**src/rtl/riscv_wb_arbiter_pkg.sv**
```systemverilog
// Shared writeback constants: register-file write enable encoding and writeback source ids.
package riscv_wb_arbiter_pkg;

  typedef enum logic {
    RF_NO_WRITE = 1'b0,
    RF_WRITE    = 1'b1
  } rf_wen_e;

  typedef enum logic {
    WB_SRC_ALU = 1'b0,
    WB_SRC_LSU = 1'b1
  } wb_src_e;

endpackage

```
**src/rtl/riscv_wb_arbiter_if.sv**
```systemverilog
// Writeback bus: two valid/ready request channels (ALU, LSU) plus the register-file write port.
interface riscv_wb_arbiter_if #(
  parameter int unsigned WORD_LENGTH = 32,
  parameter int unsigned ADDR_LENGTH = 5
);
  import riscv_wb_arbiter_pkg::*;

  logic                   req0_valid;
  logic [ADDR_LENGTH-1:0] req0_addr;
  logic [WORD_LENGTH-1:0] req0_data;
  logic                   req0_ready;
  logic                   req1_valid;
  logic [ADDR_LENGTH-1:0] req1_addr;
  logic [WORD_LENGTH-1:0] req1_data;
  logic                   req1_ready;
  rf_wen_e                rf_write_en;
  logic [ADDR_LENGTH-1:0] rf_write_addr;
  logic [WORD_LENGTH-1:0] rf_data;

  modport master (
    output req0_valid, req0_addr, req0_data, req1_valid, req1_addr, req1_data,
    input  req0_ready, req1_ready, rf_write_en, rf_write_addr, rf_data
  );

  modport slave (
    input  req0_valid, req0_addr, req0_data, req1_valid, req1_addr, req1_data,
    output req0_ready, req1_ready, rf_write_en, rf_write_addr, rf_data
  );

endinterface

```
**src/rtl/riscv_wb_arbiter_rr_arb2.sv**
```systemverilog
// Two-way round-robin grant; the last-granted pointer moves only when a grant is issued.
module riscv_rr_arb2
  import riscv_wb_arbiter_pkg::*;
(
  input  logic clk,
  input  logic rst,
  input  logic req0_valid,
  input  logic req1_valid,
  output logic grant0,
  output logic grant1
);

  wb_src_e last_q, last_d;

  // A grant always implies acceptance, since ready is only raised for a valid requester.
  always_comb begin
    grant0 = req0_valid && (!req1_valid || (last_q == WB_SRC_LSU));
    grant1 = req1_valid && (!req0_valid || (last_q == WB_SRC_ALU));
    last_d = last_q;
    if (grant1) begin
      last_d = WB_SRC_LSU;
    end else if (grant0) begin
      last_d = WB_SRC_ALU;
    end
  end

  always_ff @(posedge clk) begin
    if (rst) begin
      last_q <= WB_SRC_ALU;
    end else begin
      last_q <= last_d;
    end
  end

endmodule

```
**src/rtl/riscv_wb_arbiter.sv**
```systemverilog
// Writeback arbiter with registered RF write port and optional pending-register scoreboard
// (enabled by defining RISCV_WB_SCOREBOARD_EN).
module riscv_wb_arbiter
  import riscv_wb_arbiter_pkg::*;
#(
  parameter int unsigned WORD_LENGTH = 32,
  parameter int unsigned ADDR_LENGTH = 5,
  parameter int unsigned NUM_REGS    = 32
) (
  input  logic                   clk,
  input  logic                   rst,
  riscv_wb_arbiter_if.slave      wb,
  input  logic                   mark_valid,
  input  logic [ADDR_LENGTH-1:0] mark_addr,
  input  logic [ADDR_LENGTH-1:0] query_addr1,
  input  logic [ADDR_LENGTH-1:0] query_addr2,
  output logic                   busy1,
  output logic                   busy2
);

  logic                   grant0, grant1;
  logic                   accept;
  logic [ADDR_LENGTH-1:0] sel_addr;
  logic [WORD_LENGTH-1:0] sel_data;
  rf_wen_e                wen_q;
  logic [ADDR_LENGTH-1:0] addr_q;
  logic [WORD_LENGTH-1:0] data_q;

  riscv_rr_arb2 u_arb (
    .clk        (clk),
    .rst        (rst),
    .req0_valid (wb.req0_valid),
    .req1_valid (wb.req1_valid),
    .grant0     (grant0),
    .grant1     (grant1)
  );

  assign wb.req0_ready = grant0;
  assign wb.req1_ready = grant1;

  always_comb begin
    accept   = grant0 || grant1;
    sel_addr = grant1 ? wb.req1_addr : wb.req0_addr;
    sel_data = grant1 ? wb.req1_data : wb.req0_data;
  end

  // Writes to x0 are accepted but never reach the register file.
  always_ff @(posedge clk) begin
    if (rst) begin
      wen_q  <= RF_NO_WRITE;
      addr_q <= '0;
      data_q <= '0;
    end else begin
      wen_q <= (accept && (sel_addr != '0)) ? RF_WRITE : RF_NO_WRITE;
      if (accept) begin
        addr_q <= sel_addr;
        data_q <= sel_data;
      end
    end
  end

  assign wb.rf_write_en   = wen_q;
  assign wb.rf_write_addr = addr_q;
  assign wb.rf_data       = data_q;

`ifdef RISCV_WB_SCOREBOARD_EN
  logic [NUM_REGS-1:0] sb_q, sb_d;

  // Clear first so that a same-cycle mark of the same register wins.
  always_comb begin
    sb_d = sb_q;
    if (accept) begin
      sb_d[sel_addr] = 1'b0;
    end
    if (mark_valid && (mark_addr != '0)) begin
      sb_d[mark_addr] = 1'b1;
    end
    sb_d[0] = 1'b0;
  end

  always_ff @(posedge clk) begin
    if (rst) begin
      sb_q <= '0;
    end else begin
      sb_q <= sb_d;
    end
  end

  assign busy1 = (query_addr1 != '0) && sb_q[query_addr1];
  assign busy2 = (query_addr2 != '0) && sb_q[query_addr2];
`else
  logic [NUM_REGS-1:0] unused_sb;
  logic                unused_in;
  assign unused_sb = '0;
  assign unused_in = ^{mark_valid, mark_addr, query_addr1, query_addr2};
  assign busy1     = 1'b0;
  assign busy2     = 1'b0;
`endif

endmodule

```
**src/flat_wrapper.sv**
```systemverilog
// flat-port wrapper written by rule: the top's interface ports become plain ports
module riscv_wb_arbiter_flat import riscv_wb_arbiter_pkg::*;
#(
  parameter int unsigned WORD_LENGTH = 32,
  parameter int unsigned ADDR_LENGTH = 5,
  parameter int unsigned NUM_REGS    = 32
)
  (clk, rst, mark_valid, mark_addr, query_addr1, query_addr2, busy1, busy2, wb_req0_valid, wb_req0_addr, wb_req0_data, wb_req1_valid, wb_req1_addr, wb_req1_data, wb_req0_ready, wb_req1_ready, wb_rf_write_en, wb_rf_write_addr, wb_rf_data);
  riscv_wb_arbiter_if #(.WORD_LENGTH(WORD_LENGTH), .ADDR_LENGTH(ADDR_LENGTH)) wb_i ();
  input  logic clk;
  input  logic rst;
  input  logic mark_valid;
  input  logic [ADDR_LENGTH-1:0] mark_addr;
  input  logic [ADDR_LENGTH-1:0] query_addr1;
  input  logic [ADDR_LENGTH-1:0] query_addr2;
  output logic busy1;
  output logic busy2;
  input wire logic [$bits(wb_i.req0_valid)-1:0] wb_req0_valid;
  input wire logic [$bits(wb_i.req0_addr)-1:0] wb_req0_addr;
  input wire logic [$bits(wb_i.req0_data)-1:0] wb_req0_data;
  input wire logic [$bits(wb_i.req1_valid)-1:0] wb_req1_valid;
  input wire logic [$bits(wb_i.req1_addr)-1:0] wb_req1_addr;
  input wire logic [$bits(wb_i.req1_data)-1:0] wb_req1_data;
  output wire logic [$bits(wb_i.req0_ready)-1:0] wb_req0_ready;
  output wire logic [$bits(wb_i.req1_ready)-1:0] wb_req1_ready;
  output wire logic [$bits(wb_i.rf_write_en)-1:0] wb_rf_write_en;
  output wire logic [$bits(wb_i.rf_write_addr)-1:0] wb_rf_write_addr;
  output wire logic [$bits(wb_i.rf_data)-1:0] wb_rf_data;
  assign wb_i.req0_valid = wb_req0_valid;
  assign wb_i.req0_addr = wb_req0_addr;
  assign wb_i.req0_data = wb_req0_data;
  assign wb_i.req1_valid = wb_req1_valid;
  assign wb_i.req1_addr = wb_req1_addr;
  assign wb_i.req1_data = wb_req1_data;
  assign wb_req0_ready = wb_i.req0_ready;
  assign wb_req1_ready = wb_i.req1_ready;
  assign wb_rf_write_en = wb_i.rf_write_en;
  assign wb_rf_write_addr = wb_i.rf_write_addr;
  assign wb_rf_data = wb_i.rf_data;
  riscv_wb_arbiter #(.WORD_LENGTH(WORD_LENGTH), .ADDR_LENGTH(ADDR_LENGTH), .NUM_REGS(NUM_REGS)) u_core (.clk(clk), .rst(rst), .wb(wb_i), .mark_valid(mark_valid), .mark_addr(mark_addr), .query_addr1(query_addr1), .query_addr2(query_addr2), .busy1(busy1), .busy2(busy2));
endmodule
```
**config.mk**
```make
export PLATFORM = sky130hd
export DESIGN_NAME = riscv_wb_arbiter_flat
export DESIGN_NICKNAME = d
export VERILOG_FILES = /design/src/rtl/riscv_wb_arbiter_pkg.sv /design/src/rtl/riscv_wb_arbiter_if.sv /design/src/rtl/riscv_wb_arbiter_rr_arb2.sv /design/src/rtl/riscv_wb_arbiter.sv /design/src/flat_wrapper.sv
export SDC_FILE = /design/constraint.sdc
export NUM_CORES = 1
export LEC_CHECK = 0
export BUFFER_PORTS_ARGS = -buffer_cell sky130_fd_sc_hd__clkbuf_2
export CAP_MARGIN = 20
export CORE_ASPECT_RATIO = 0.6
export CORE_MARGIN = 3
export CORE_UTILIZATION = 30
export CTS_CLUSTER_SIZE = 12
export DETAILED_ROUTE_END_ITERATION = 12
export HOLD_SLACK_MARGIN = 0.15
export MAX_ROUTING_LAYER = met4
export PLACE_DENSITY = 0.62
export SKIP_CTS_REPAIR_TIMING = 1
export SLEW_MARGIN = 20
export SYNTH_ARGS = -nofsm -noshare
export SYNTH_HDL_FRONTEND = slang
export SYNTH_SLANG_ARGS = --single-unit
```
**constraint.sdc**
```tcl
create_clock -name clk -period 1.6 [get_ports clk]
set_input_delay 0.32 -clock clk [delete_from_list [all_inputs] [get_ports clk]]
set_output_delay 0.32 -clock clk [all_outputs]
set_load 0.01 [all_outputs]
```
# Word-level counts from Yosys, hierarchy flattened
# Cells that the tools add are included.
[totals] regBits=39 inputBits=94 out_inout_bits=42 wordCells=20
[op_classes] n_mux=5 bitwise=1 reduce_logical=10
[op_table] operator="2-to-1 mux 32 bit" count=1
[op_table] operator="2-to-1 mux 5 bit" count=1
[op_table] operator="nonzero test 5 bit" count=1
[op_table] operator="logical AND 1 bit" count=3
[op_table] operator="logical OR 1 bit" count=3
[op_table] operator="2-to-1 mux 1 bit" count=3
[op_table] operator="zero test 1 bit" count=2
[op_table] operator="nonzero test 2 bit" count=1
[op_table] operator="inverter 1 bit" count=1

# Logic depth before layout (Yosys ltp)
[depth] word_depth=7 mapped_depth=6 mapped_depth_nobuf=4

# Hierarchy
# A second synthesis with hierarchy kept.
[hier_totals] cells_unflattened=179 hier_area_um2=1905.6
[modules_own_cells] mod="riscv_wb_arbiter" n_inst=1 cells_per_inst=173 area_per_inst_um2=1855.5 seq_area_each_um2=760.7
[modules_own_cells] mod="riscv_rr_arb2" n_inst=1 cells_per_inst=6 area_per_inst_um2=50.0 seq_area_each_um2=20.0

# Worst setup path before layout
# Ideal clock, no wire load.
[synth_path] path_type="in2reg" from="input wb_req0_valid" to="register u_core.data_q[0] (netlist: u_core.wb.rf_data[0])" setup_time_ns=0.119 arrival_ns=1.155 t_required_ns=1.481 slack_ns=0.326 path_stages=5 n_path_buf=3 path_cell_list="buf_4 -> a21bo_4 -> buf_6 -> buf_6 -> o221a_1"
[synth_between] elab_chain_cells=4 elab_cells_between_ends=6 cone_classes="mux: 1; reduce/logical: 5"
[synth_rtl] item="from (decl)" line_no="flat_wrapper.sv:18" rtl="input wire logic [$bits(wb_i.req0_valid)-1:0] wb_req0_valid;"
[synth_rtl] item="zero test 1 bit" line_no="riscv_wb_arbiter_rr_arb2.sv:18" rtl="grant1 = req1_valid && (!req0_valid || (last_q == WB_SRC_ALU));"
[synth_rtl] item="logical OR 1 bit" line_no="riscv_wb_arbiter_rr_arb2.sv:18"
[synth_rtl] item="logical AND 1 bit" line_no="riscv_wb_arbiter_rr_arb2.sv:18"
[synth_rtl] item="2-to-1 mux 32 bit or logical OR 1 bit (tied branches)" line_no="riscv_wb_arbiter.sv:44, riscv_wb_arbiter.sv:42"
[synth_rtl] item="to (signal assigned)" line_no="riscv_wb_arbiter.sv:57" rtl="data_q <= sel_data;"
[synth_rtl] item="to (decl)" line_no="riscv_wb_arbiter.sv:27" rtl="logic [WORD_LENGTH-1:0] data_q;"
# Several ways; a longest one is shown, not always the timed one.
# A chain may end at the register's enable or synchronous reset.

# Worst setup path after layout
[layout_path] from="register u_core.u_arb.last_q" to="output wb_req1_ready"
[layout_between] elab_chain_cells=3
[layout_rtl] item="from (decl)" line_no="riscv_wb_arbiter_rr_arb2.sv:13" rtl="wb_src_e last_q, last_d;"
[layout_rtl] item="from (signal assigned)" line_no="riscv_wb_arbiter_rr_arb2.sv:31" rtl="last_q <= last_d;"
[layout_rtl] item="inverter 1 bit" line_no="riscv_wb_arbiter_rr_arb2.sv:18"
[layout_rtl] item="logical OR 1 bit" line_no="riscv_wb_arbiter_rr_arb2.sv:18"
[layout_rtl] item="logical AND 1 bit" line_no="riscv_wb_arbiter_rr_arb2.sv:18"
[layout_rtl] item="to (decl)" line_no="flat_wrapper.sv:25" rtl="output wire logic [$bits(wb_i.req1_ready)-1:0] wb_req1_ready;"
# Every way passes these cells.

==> results.py <==
metrics = {
    "clocking": {
        "clock_latency_ps": 280,
        "h-tree-depth": 2,
        "cts_tree": "done",
        "cts-root-buf": "clkbuf_8",
        "clkTransAtPathRegs_ps": 70,
        "cts_buffers": 5,
        "clock_path_buffers": 2,
        "cts_sinks": 39,
    },
    "global_route": {
        "grt_pass1_vias": 1851,
        "antenna_found_initial": 0,
        "grt_overflow_total": 0,
        "grt_pass1_wl_um": 8780,
        "grt_usage_pct": 16.2,
        "grt_max_degree": 40,
    },
    "synthesis": {
        "synth_top_family_by_area": "compound AO/OA/AOI/OAI gates",
        "synth-simple-area-share_pct": 20.7,
        "synth-adder-area-share_pct": 0,
        "yosys_warnings": 0,
        "synth-xor-area-share_pct": 0,
        "synth_area_per_cell_um2": 9.26,
        "ys.flop_type": "dfxtp_1",
        "synthTopCellsByArea": "dfxtp_1 (44%), o221a_1 (16%), nor3_1 (9.2%)",
        "yosys.area.top_type": "dfxtp_1",
        "synth_edf_count": 0,
        "synthTopCellsByCount": "dfxtp_1 (39), nor2_1 (39), nor3_1 (33), o221a_1 (25), buf_2 (9)",
        "synth_cell_types": 25,
        "yosys.area.top_type_share_pct": 43.7,
        "synth-async-reset-ratio_pct": 0,
        "synthMuxAreaShare_pct": 0.560,
        "syn_inst": 193,
        "ys_seq_area_share_pct": 43.7,
        "ys_ff_latch": 39,
        "synth_area_mm2": 0.00179,
        "synth-compound-area-share_pct": 26.7,
    },
    "drt": {
        "wirelength_um": 5510,
        "firstDrtPassIters": 4,
        "drc": 0,
        "drtIter0Drc": 55,
        "vias": 1873,
        "ant_nets": 0,
        "routedWlPerCell_um": 14.3,
        "vias_per_cell": 4.88,
    },
    "final_layout": {
        "nets": 399,
        "final_core_util_pct": 43.9,
        "drive_gt1_share_pct": 47.7,
        "ff_latch_area_um2": 781,
        "areaGrowthSynthToFinish_pct": 39.4,
        "diodes": 0,
        "num-fill-cells": 580,
        "final_area_mm2": 0.00249,
        "multi_input_area_um2": 863,
    },
    "setup_path": {
        "end_kind": "output port",
        "crit_chain": "a21bo_4 > clkinvlp_4 > clkbuf_2",
        "crit_family": "flip-flops",
        "slowest_delay_ps": 410,
        "path_max_fanout": 7,
        "cp-start-kind": "flip-flop",
        "r2r_cells": 3,
        "worstPathRequired_ps": 1280,
        "cp.depth": 3,
        "path_class": "reg -> out",
        "cpMaxStageDelayCell": "dfxtp_1",
        "cp.arrival_ps": 1170,
        "cp_num_buf_inv": 2,
    },
    "power_and_ir_drop": {
        "comb_power_share_pct": 22.8,
        "p_clk_share_pct": 27.6,
        "intPower_mw": 1.59,
        "p_leak_nw": 1.17,
        "swShare_pct": 28.3,
        "power_density_mw_per_mm2": 892,
        "switching_power_uw": 629,
        "p_seq_share_pct": 49.6,
        "max-vdd-ir-drop_mv": 0.290,
    },
    "sta": {
        "fin_setup_tns_ps": 0,
        "min_period_ps": 1490,
        "max_freq_ghz": 0.671,
        "skew_ps": 2.52,
        "maxSlewViolCount": 0,
        "rsz0062_at_grt": "false",
        "hold_viol_final": 0,
        "setup_violations": 0,
        "period_share_pct": 93.1,
    },
    "floorplanning": {
        "core_mm2": 0.00568,
        "die-area_mm2": 0.00695,
        "die_h_um": 65.8,
        "ios": 136,
        "die_w_um": 106,
        "start_util_pct": 31.5,
        "num_rows": 21,
    },
    "status": {
        "status": "finished clean",
    },
    "placement": {
        "portBuffers": 117,
        "dpl_cell_area_mm2": 0.00241,
        "place_congestion": 0.815,
        "place_hpwl_um": 4150,
    },
    "flow_run": {
        "max_cap_viol_count": 0,
    },
    "hold_path": {
        "min_path_cells": 3,
        "hp-class": "in -> reg",
    },
}
[sequential cells by signal, summed over array words and instances, names as in the netlist]
name                     cells
u_core.wb.rf_write_addr      5
u_core.u_arb.last_q          1
u_core.wb.rf_write_en        1
u_core.wb.rf_data           32
[tightest hold or removal path, stage by stage]
cell,delay [ps]
clkbuf_2,90
nand2_1,60
a211oi_2,50
[path summary, 6_finish.rpt]
path                                           start                                       to  slack (ps)
max                 u_core.u_arb.last_q$_SDFFE_PP0P_                            wb_req1_ready         110
max reg2reg         u_core.u_arb.last_q$_SDFFE_PP0P_       u_core.wb.rf_data[28]$_SDFFE_PP0P_         410
min                                  wb_req0_addr[3]  u_core.wb.rf_write_addr[3]$_SDFFE_PP0P_         290
min reg2reg  u_core.wb.rf_write_addr[2]$_SDFFE_PP0P_  u_core.wb.rf_write_addr[2]$_SDFFE_PP0P_         540
[cell families after synthesis]
kind of cell	Yosys count
buffers and inverters	24
AO/OA/AOI/OAI	45
flip-flops	39
other	1
AND/OR/NAND/NOR	83
multiplexers	1
[area by class of cell]
class / count / area share (%)
Multi-Input combinational cell: 131 / 34.7
Timing Repair Buffer: 125 / 26.4
Tap cell: 80 / 4.02
Inverter: 3 / 0.603
Clock buffer: 6 / 2.91
Sequential cell: 39 / 31.4
[stage by stage]
stage               total power, mW  setup WS, ps  hold WS (ps)  std cells
finish                         2.22           111           291        384
floorplan                      1.41           326           478        194
global placement               1.62           188           518        378
detailed placement             1.63           175           526        378
CTS                            2.26          48.2           280        384
global route                   2.36          13.5           282        384
[layer usage]
layer | vias to the layer above | routed length [um] | GRT usage, %
met1 | 855 | 2610 | 21.0
met2 | 82 | 2340 | 24.5
met5 | - | 0 | -
met4 | 0 | 17 | 3.39
li1 | 934 | - | -
met3 | 2 | 533 | 5.85
[power by group through the flow]
stage	Sequential, mW	Clock [mW]	Combinational (mW)
after floorplan	1.16	0	0.249
after global placement	1.12	0	0.504
after detailed placement	1.12	0	0.512
after CTS	1.10	0.644	0.512
after global routing	1.11	0.688	0.564
final	1.10	0.613	0.507
[placed cells by master (no fill, tap or decap), drive strengths merged]
cell / count
clkbuf: 123
dfxtp: 39
mux2i: 1
buf: 8
clkinvlp: 1
a211oi: 5
nor4: 1
a2111oi: 1
inv: 2
o21ai: 2
nor2: 39
or4: 2
nor3b: 1
a21bo: 1
o221a: 31
nand2: 6
or2: 1
a21oi: 5
nor3: 33
conb: 2
No activity file was read; power rests on OpenSTA's default activity.
